`config.mk`:
```
export PLATFORM = sky130hd
export DESIGN_NAME = can_rx_drain
export DESIGN_NICKNAME = d
export VERILOG_FILES = /design/src/rtl/can_rx_drain.sv
export SDC_FILE = /design/constraint.sdc
export NUM_CORES = 1
export LEC_CHECK = 0
export CORE_MARGIN = 10
export CORE_UTILIZATION = 50
export CTS_CLUSTER_SIZE = 16
export DETAILED_ROUTE_END_ITERATION = 8
export HOLD_SLACK_MARGIN = 0.15
export PLACE_DENSITY_LB_ADDON = 0.25
export SKIP_LAST_GASP = 1
export SYNTH_ARGS = -nofsm -noshare
export SYNTH_HDL_FRONTEND = slang
export SYNTH_SLANG_ARGS = --single-unit
```
`constraint.sdc`:
```
create_clock -name clk -period 5.9 [get_ports clk]
set_clock_uncertainty 0.1 [all_clocks]
set_input_delay 0.885 -clock clk [delete_from_list [all_inputs] [get_ports clk]]
set_output_delay 0.885 -clock clk [all_outputs]
set_load 0.05 [all_outputs]
```
`src/rtl/can_rx_drain.sv`:
```
// ============================================================================
// can_rx_drain : polls a CAN controller's receive registers and moves each
//                frame into a frame FIFO that the CPU drains at its own pace.
// Revision     : 1.0
// ============================================================================
`default_nettype none

module can_rx_drain #(
  parameter int DEPTH = 4
) (
  input  logic                     clk,
  input  logic                     rst,
  input  logic                     en,
  output logic                     can_cs,
  output logic [1:0]               can_rs,
  output logic [3:0]               can_bytesel,
  input  logic [31:0]              can_q,
  output logic                     rd_valid,
  input  logic                     rd_ready,
  output logic [31:0]              rd_id,
  output logic [3:0]               rd_dlc,
  output logic                     rd_ovwr,
  output logic [31:0]              rd_data0,
  output logic [31:0]              rd_data1,
  output logic [$clog2(DEPTH):0]   fifo_cnt,
  output logic [7:0]               drop_cnt,
  input  logic                     drop_clr
);

  localparam int AW = $clog2(DEPTH);

  localparam logic [2:0] S_IDLE = 3'd0;
  localparam logic [2:0] S_POLL = 3'd1;
  localparam logic [2:0] S_RD0  = 3'd2;
  localparam logic [2:0] S_RD1  = 3'd3;
  localparam logic [2:0] S_RDID = 3'd4;

  localparam logic [1:0] c_RS_ID    = 2'b00;
  localparam logic [1:0] c_RS_DLCF  = 2'b01;
  localparam logic [1:0] c_RS_DATA0 = 2'b10;
  localparam logic [1:0] c_RS_DATA1 = 2'b11;

  logic [2:0]  r_state;
  logic [3:0]  r_dlc;
  logic        r_ovwr;
  logic [31:0] r_data0;
  logic [31:0] r_data1;

  logic [31:0] r_mem_id    [DEPTH];
  logic [3:0]  r_mem_dlc   [DEPTH];
  logic        r_mem_ovwr  [DEPTH];
  logic [31:0] r_mem_data0 [DEPTH];
  logic [31:0] r_mem_data1 [DEPTH];

  logic [AW:0] r_wptr;
  logic [AW:0] r_rptr;
  logic [7:0]  r_drop_cnt;

  logic w_empty;
  logic w_full;
  logic w_pop;
  logic w_push;
  logic w_accept;
  logic w_drop;

  assign w_empty  = (r_wptr == r_rptr);
  assign w_full   = (r_wptr[AW] != r_rptr[AW]) && (r_wptr[AW-1:0] == r_rptr[AW-1:0]);
  assign w_pop    = !w_empty && rd_ready;
  assign w_push   = (r_state == S_RDID);
  // A full FIFO still takes the frame when the head leaves in the same cycle.
  assign w_accept = w_push && (!w_full || w_pop);
  assign w_drop   = w_push && !w_accept;

  always_comb begin
    can_cs = 1'b1;
    can_rs = c_RS_ID;
    case (r_state)
      S_POLL:  can_rs = c_RS_DLCF;
      S_RD0:   can_rs = c_RS_DATA0;
      S_RD1:   can_rs = c_RS_DATA1;
      S_RDID:  can_rs = c_RS_ID;
      default: can_cs = 1'b0;
    endcase
  end

  assign can_bytesel = 4'b0000;

  always_ff @(posedge clk) begin
    if (rst) begin
      r_state <= S_IDLE;
      r_dlc   <= '0;
      r_ovwr  <= 1'b0;
      r_data0 <= '0;
      r_data1 <= '0;
    end else begin
      case (r_state)
        S_IDLE: if (en) r_state <= S_POLL;
        S_POLL: begin
          r_dlc  <= can_q[3:0];
          r_ovwr <= can_q[7];
          if (can_q[6])  r_state <= S_RD0;
          else if (!en)  r_state <= S_IDLE;
        end
        S_RD0: begin
          r_data0 <= can_q;
          r_state <= S_RD1;
        end
        S_RD1: begin
          r_data1 <= can_q;
          r_state <= S_RDID;
        end
        S_RDID:  r_state <= S_POLL;
        default: r_state <= S_IDLE;
      endcase
    end
  end

  // The ID is written straight from the bus: it is only valid during RDID.
  always_ff @(posedge clk) begin
    if (w_accept) begin
      r_mem_id   [r_wptr[AW-1:0]] <= can_q;
      r_mem_dlc  [r_wptr[AW-1:0]] <= r_dlc;
      r_mem_ovwr [r_wptr[AW-1:0]] <= r_ovwr;
      r_mem_data0[r_wptr[AW-1:0]] <= r_data0;
      r_mem_data1[r_wptr[AW-1:0]] <= r_data1;
    end
  end

  always_ff @(posedge clk) begin
    if (rst) begin
      r_wptr     <= '0;
      r_rptr     <= '0;
      r_drop_cnt <= '0;
    end else begin
      if (w_accept) r_wptr <= r_wptr + 1'b1;
      if (w_pop)    r_rptr <= r_rptr + 1'b1;
      if (drop_clr)
        r_drop_cnt <= '0;
      else if (w_drop && (r_drop_cnt != 8'hFF))
        r_drop_cnt <= r_drop_cnt + 8'd1;
    end
  end

  assign rd_valid = !w_empty;
  assign rd_id    = w_empty ? '0   : r_mem_id   [r_rptr[AW-1:0]];
  assign rd_dlc   = w_empty ? '0   : r_mem_dlc  [r_rptr[AW-1:0]];
  assign rd_ovwr  = w_empty ? 1'b0 : r_mem_ovwr [r_rptr[AW-1:0]];
  assign rd_data0 = w_empty ? '0   : r_mem_data0[r_rptr[AW-1:0]];
  assign rd_data1 = w_empty ? '0   : r_mem_data1[r_rptr[AW-1:0]];
  assign fifo_cnt = r_wptr - r_rptr;
  assign drop_cnt = r_drop_cnt;

endmodule

`default_nettype wire
```
# [Yosys cells after proc, flatten, opt, wreduce, memory -nomap -nowiden]
# Memory sizes are Yosys's and may differ from the RTL's. A register that Yosys moved wholly into a read port is not among the register bits.
# Cells that the tools add are included.
[totals] register_bits=86 mem_bits_rw=404 memories=5 word_cells=63 input_bits=37
[memory_table] memory="r_mem_data0" words=4 word_bits=32 read_ports=1 rd_ports_with_merged_regs=1 write_ports=1 line="52" source="logic [31:0] r_mem_data0 [DEPTH];"
[memory_table] memory="r_mem_data1" words=4 word_bits=32 read_ports=1 rd_ports_with_merged_regs=1 write_ports=1 line="53" source="logic [31:0] r_mem_data1 [DEPTH];"
[memory_table] memory="r_mem_id" words=4 word_bits=32 read_ports=1 rd_ports_with_merged_regs=1 write_ports=1 line="49" source="logic [31:0] r_mem_id [DEPTH];"
[memory_table] memory="r_mem_dlc" words=4 word_bits=4 read_ports=1 rd_ports_with_merged_regs=1 write_ports=1 line="50" source="logic [3:0] r_mem_dlc [DEPTH];"
[memory_table] memory="r_mem_ovwr" words=4 word_bits=1 read_ports=1 rd_ports_with_merged_regs=1 write_ports=1 line="51" source="logic r_mem_ovwr [DEPTH];"
[op_classes] n_mux=23 add_sub_neg=4 reduce_logical=13 eq_ne=10
[ops] cell="2-to-1 mux 32 bit" count=3
[ops] cell="2-to-1 mux 2 bit" count=10
[ops] cell="case mux 3 bit (5 select lines)" count=1
[ops] cell="2-to-1 mux 3 bit" count=3
[ops] cell="adder 8 x 1 -> 8 bit (second input constant)" count=1
[ops] cell="!= test 8 bit (second input constant)" count=1
[ops] cell="adder 3 x 1 -> 3 bit (second input constant)" count=2
[ops] cell="== test 3 x 2 -> 1 bit (second input constant)" count=2
[ops] cell="case mux 2 bit (3 select lines)" count=1
[ops] cell="logical AND 1 bit" count=5
[ops] cell="2-to-1 mux 1 bit" count=4
[ops] cell="2-to-1 mux 4 bit" count=1
[ops] cell="OR reduction 4 bit" count=1
[ops] cell="== test 3 x 1 -> 1 bit (second input constant)" count=1
[ops] cell="== test 3 bit" count=1
[ops] cell="== test 3 bit (second input constant)" count=1
[ops] cell="zero test 1 bit" count=3
[ops] cell="zero test 3 bit" count=1
[ops] cell="!= test 3 bit (second input constant)" count=1
[ops] cell="subtractor 3 bit" count=1
[ops] cell="== test 2 bit" count=1
[ops] cell="!= test 2 bit (second input constant)" count=1
[ops] cell="AND reduction 2 bit" count=1
[ops] cell="OR reduction 2 bit" count=1
[ops] cell="other kinds (2)" count=2

# [Longest topological paths before layout]
[depth] ltp_word=8 mapped_depth=7 ltp_nobuf=6

# [Worst setup path after synthesis]
# Ideal clock, no wire load.
[synth_timing] path_type="input to register" start="input port rd_ready" end="register r_wptr[2]" t_arrival_ps=3749 t_required_ps=5546 cell_stages=3 setup_ps=254 slack_ps=1798 cell_sequence="o31a_2 and2_1 o21ai_0"
[synth_via] elab_chain_len=3
[synth_rtl] item="start: declaration" line="19" source="input logic rd_ready,"
[synth_rtl] item="logical AND 1 bit" line="68" source="assign w_pop = !w_empty && rd_ready;"
[synth_rtl] item="logical OR 1 bit" line="71" source="assign w_accept = w_push && (!w_full || w_pop);"
[synth_rtl] item="logical AND 1 bit" line="71"
[synth_rtl] item="end signal: assignment" line="135" source="if (w_accept) r_wptr <= r_wptr + 1'b1;"
[synth_rtl] item="end: declaration" line="55" source="logic [AW:0] r_wptr;"
# No other way between the ends.
# A chain may end at the register's enable or synchronous reset.

# [Final worst setup path]
[layout_timing] start="register r_wptr[0]" end="output port rd_data0[29]"
[layout_via] elab_chain_len=2
[layout_rtl] item="== test 3 bit" line="66" source="assign w_empty = (r_wptr == r_rptr);"
[layout_rtl] item="2-to-1 mux 32 bit" line="148" source="assign rd_data0 = w_empty ? '0 : r_mem_data0[r_rptr[AW-1:0]];"
[layout_rtl] item="end: declaration" line="23" source="output logic [31:0] rd_data0,"
# No other way between the ends.

==> out/metrics.cfg <==
[grt]
grt-busiest-layer = met2
grt_antenna_before_repair = 2
grt_max_degree = 84
grtUsageTotal_pct = 16.8
grt_remaining_overflow = 0
grtUsageMet3_pct = 3.49
grt_pass1_vias = 9983
gr-usage-met2_pct = 27.2
grt_util_met1_pct = 23.2
grt_pass1_wl_um = 58800

[clock_tree]
insertion_delay_ns = 0.54
htreeDepth = 2
clock_sinks = 492
postCtsSetupRepairBufs = 0
cts_tree = yes
holdBufCountCts = 0
postCtsResizedCells = 0
cts_made_buffers = 48
clockBufferDepth = 3
clockRootBuffer = clkbuf_16
clkTransAtPathRegs_ns = 0.06

[critical_path]
cp-startpoint = r_wptr[0]
rrSetupSlack_ns = 2.80
critical_path.endpoint_type = primary output
slowest_delay_ns = 0.82
critPathKind = register to primary output
required_ns = 4.91
worst_r2r_path_depth = 6
worst-path-max-fanout = 65
slowest_stage = clkdlybuf4s50_1
rr_startpoint = r_wptr[0]
endpoint = rd_data0[29]
startpoint_type = register
arrival_ns = 3.40
worstPathCellList = inv_1 -> ha_1 -> nand3_4 -> buf_4 -> and2_1 -> clkdlybuf4s50_1
r2r_end = r_mem_dlc[2][2]

[place]
dpl.hpwl_um = 21100
port_buffers = 152
gp_congestion = 0.747
pre_cts_ws_ns = 2.01

[pwr]
power_switching_uw = 1390
p_leak_uw = 0.00703
p_sw_share_pct = 20.1
vdd_drop_max_uv = 225
power_frac_seq_pct = 54.5
power_density_nw_per_um2 = 313
clock_power_share_pct = 41.9
combPwrFrac_pct = 3.6
intPower_uw = 5550

[route]
dr.pass1.iters = 5
avgRoutedWirePerCell_um = 22.2
viasPerCell = 5.53
detail-route-antenna-nets = 0
first_iter_violations = 650
totalWireLength_um = 38100
remaining_drc_errors = 0
num_vias = 9512

[synth]
async_flop_share_pct = 0
synth_area_um2 = 18600
synth-main-ff-cell = edfxtp_1
synth.top_cell.area_share_pct = 65.2
synth.most_common_cell = edfxtp_1
synth-warning-count = 0
synth.avg_cell_area_um2 = 17.6
yosysTopAreaCell = edfxtp_1
yosysSeqAreaShare_pct = 74.6
synth_edf_count = 404
synthTopCellsByArea = edfxtp_1 65%, mux4_2 12%, dfxtp_1 9.5%, and2_1 3.6%, nand2_1 2.7%
synth_cell_types = 41
ys_top_cells_by_count = 404 x edfxtp_1, 133 x nand2_1, 106 x and2_1
syn_inst = 1059
synth_seq_cells = 492

[finish]
areaGrowthSynthToFinish_pct = 19.0
n_antenna_cell = 0
drive_gt1_share_pct = 16.1
fin_nets = 1259
final_util_pct = 60.4

[floorplanning]
rows = 70
io_pins = 157
core_um2 = 36700
die_y_um = 213
die_x_um = 213
start_util_pct = 50.7
die-area_um2 = 45400

[sta]
setup_ws_ns = 1.51
slew_viol_final = 0
hold_viol = 0
period_needed_ns = 4.39
tightest_slew_ns = 1.09
setup_tns_ns = 0
maxSlewHeadroom_pct = 27.4
setup_viol = 0
post-route-period-util_pct = 74.3
fmax_mhz = 228
rsz0062_at_grt = no

[job]
maxCapViolations = 0

[hold_path]
min_path_type = register to register

[run_status]
status = completed

-- worst max-delay path: cells and delay by family, from the launching register on --
family / cells / cell delay (ns)
buf+inv: 3 / 1.46
fa+ha+maj: 1 / 0.36
flops: 1 / 0.40
simple gates: 2 / 0.59
-- power groups by stage --
stage / logic, µW / clock network, µW / registers, µW
after floorplan: 151 / 0 / 3850
after global placement: 250 / 0 / 3850
after detailed placement: 253 / 0 / 3850
after CTS: 254 / 2970 / 3780
after global routing: 268 / 3110 / 3780
final: 251 / 2910 / 3780
-- placed cells by master (no fill, tap or decap), drive strengths merged, types with 2 or more instances in the layout --
| cell type | n |
|---|---|
| a21oi | 71 |
| and2 | 106 |
| and2b | 3 |
| buf | 14 |
| bufinv | 3 |
| clkbuf | 65 |
| clkdlybuf4s50 | 151 |
| clkinv | 19 |
| conb | 4 |
| dfxtp | 88 |
| edfxtp | 404 |
| ha | 8 |
| inv | 7 |
| mux2i | 8 |
| mux4 | 101 |
| nand2 | 133 |
| nand2b | 2 |
| nand3 | 6 |
| nor2 | 18 |
| nor2b | 3 |
| nor3 | 2 |
| o211ai | 2 |
| o21ai | 4 |
| o31ai | 4 |
| or3 | 3 |
| or4 | 3 |
| xnor2 | 4 |
| xor2 | 3 |
-- layer usage --
metal	wire length, µm	share of wire [%]	vias up
met5	13	0.034	-
met4	497	1.3	2
met3	2490	6.5	49
met2	18400	48	256
met1	16800	44	4883
li1	-	-	4322
-- state kept, by name (all words and copies together) (netlist names), named ones only --
signal / count
r_mem_data0: 128
r_rptr: 3
r_state: 3
r_mem_dlc: 16
r_data1: 32
r_data0: 32
r_mem_data1: 128
r_mem_ovwr: 4
r_dlc: 4
r_ovwr: 1
r_wptr: 3
r_mem_id: 128
drop_cnt: 8
-- cell families (layout without fill, tap and decap cells) --
group                      after synthesis  count (layout)  share of synthesized area [%]
AOI/OAI and AO/OA                       86              86                           2.49
xor gates and xnor gates                 7               7                          0.329
adders and majority gates                9               9                          0.645
buffers and inverters                   70             260                           1.63
DFF                                    492             492                           74.6
muxes                                  109             109                           12.6
other                                    1               4                         0.0201
and+or+nand+nor                        285             285                           7.61
-- through the flow --
| stage | instance area (µm²) | total power [µW] | hold slack [ns] | cells |
|---|---|---|---|---|
| 6_report | 22200 | 6940 | 0.394 | 1720 |
| 5_1_grt | 22200 | 7160 | 0.418 | 1720 |
| 4_1_cts | 22200 | 7000 | 0.396 | 1720 |
| 3_5_place_dp | 20600 | 4110 | 0.386 | 1631 |
| 3_3_place_gp | 20600 | 4100 | 0.374 | 1631 |
| 2_1_floorplan | 18600 | 4000 | 0.359 | 1062 |
-- cell type report --
class / instances / area (µm²)
inverter: 6 / 22.5
multi-input combinational: 500 / 4470
sequential: 492 / 13900
timing repair buffer: 165 / 1650
fill: 2698 / 14500
tap: 468 / 586
clock inverter: 24 / 199
clock buffer: 65 / 1330
-- worst min path at each step --
| stage | cells after the start | endpoint | from |
|---|---|---|---|
| 3_5_place_dp | 2 | r_data1[12] | r_data1[12] |
| 3_3_place_gp | 0 | r_mem_data0[2][18] | r_data0[18] |
| 5_1_grt | 0 | r_mem_data0[1][10] | r_data0[10] |
| 4_1_cts | 2 | r_data1[16] | r_data1[16] |
| 6_report | 1 | drop_cnt[6] | drop_cnt[6] |
| 2_1_floorplan | 0 | r_mem_dlc[0][0] | r_dlc[0] |
Note: power is estimated with default switching activity, not from simulation.
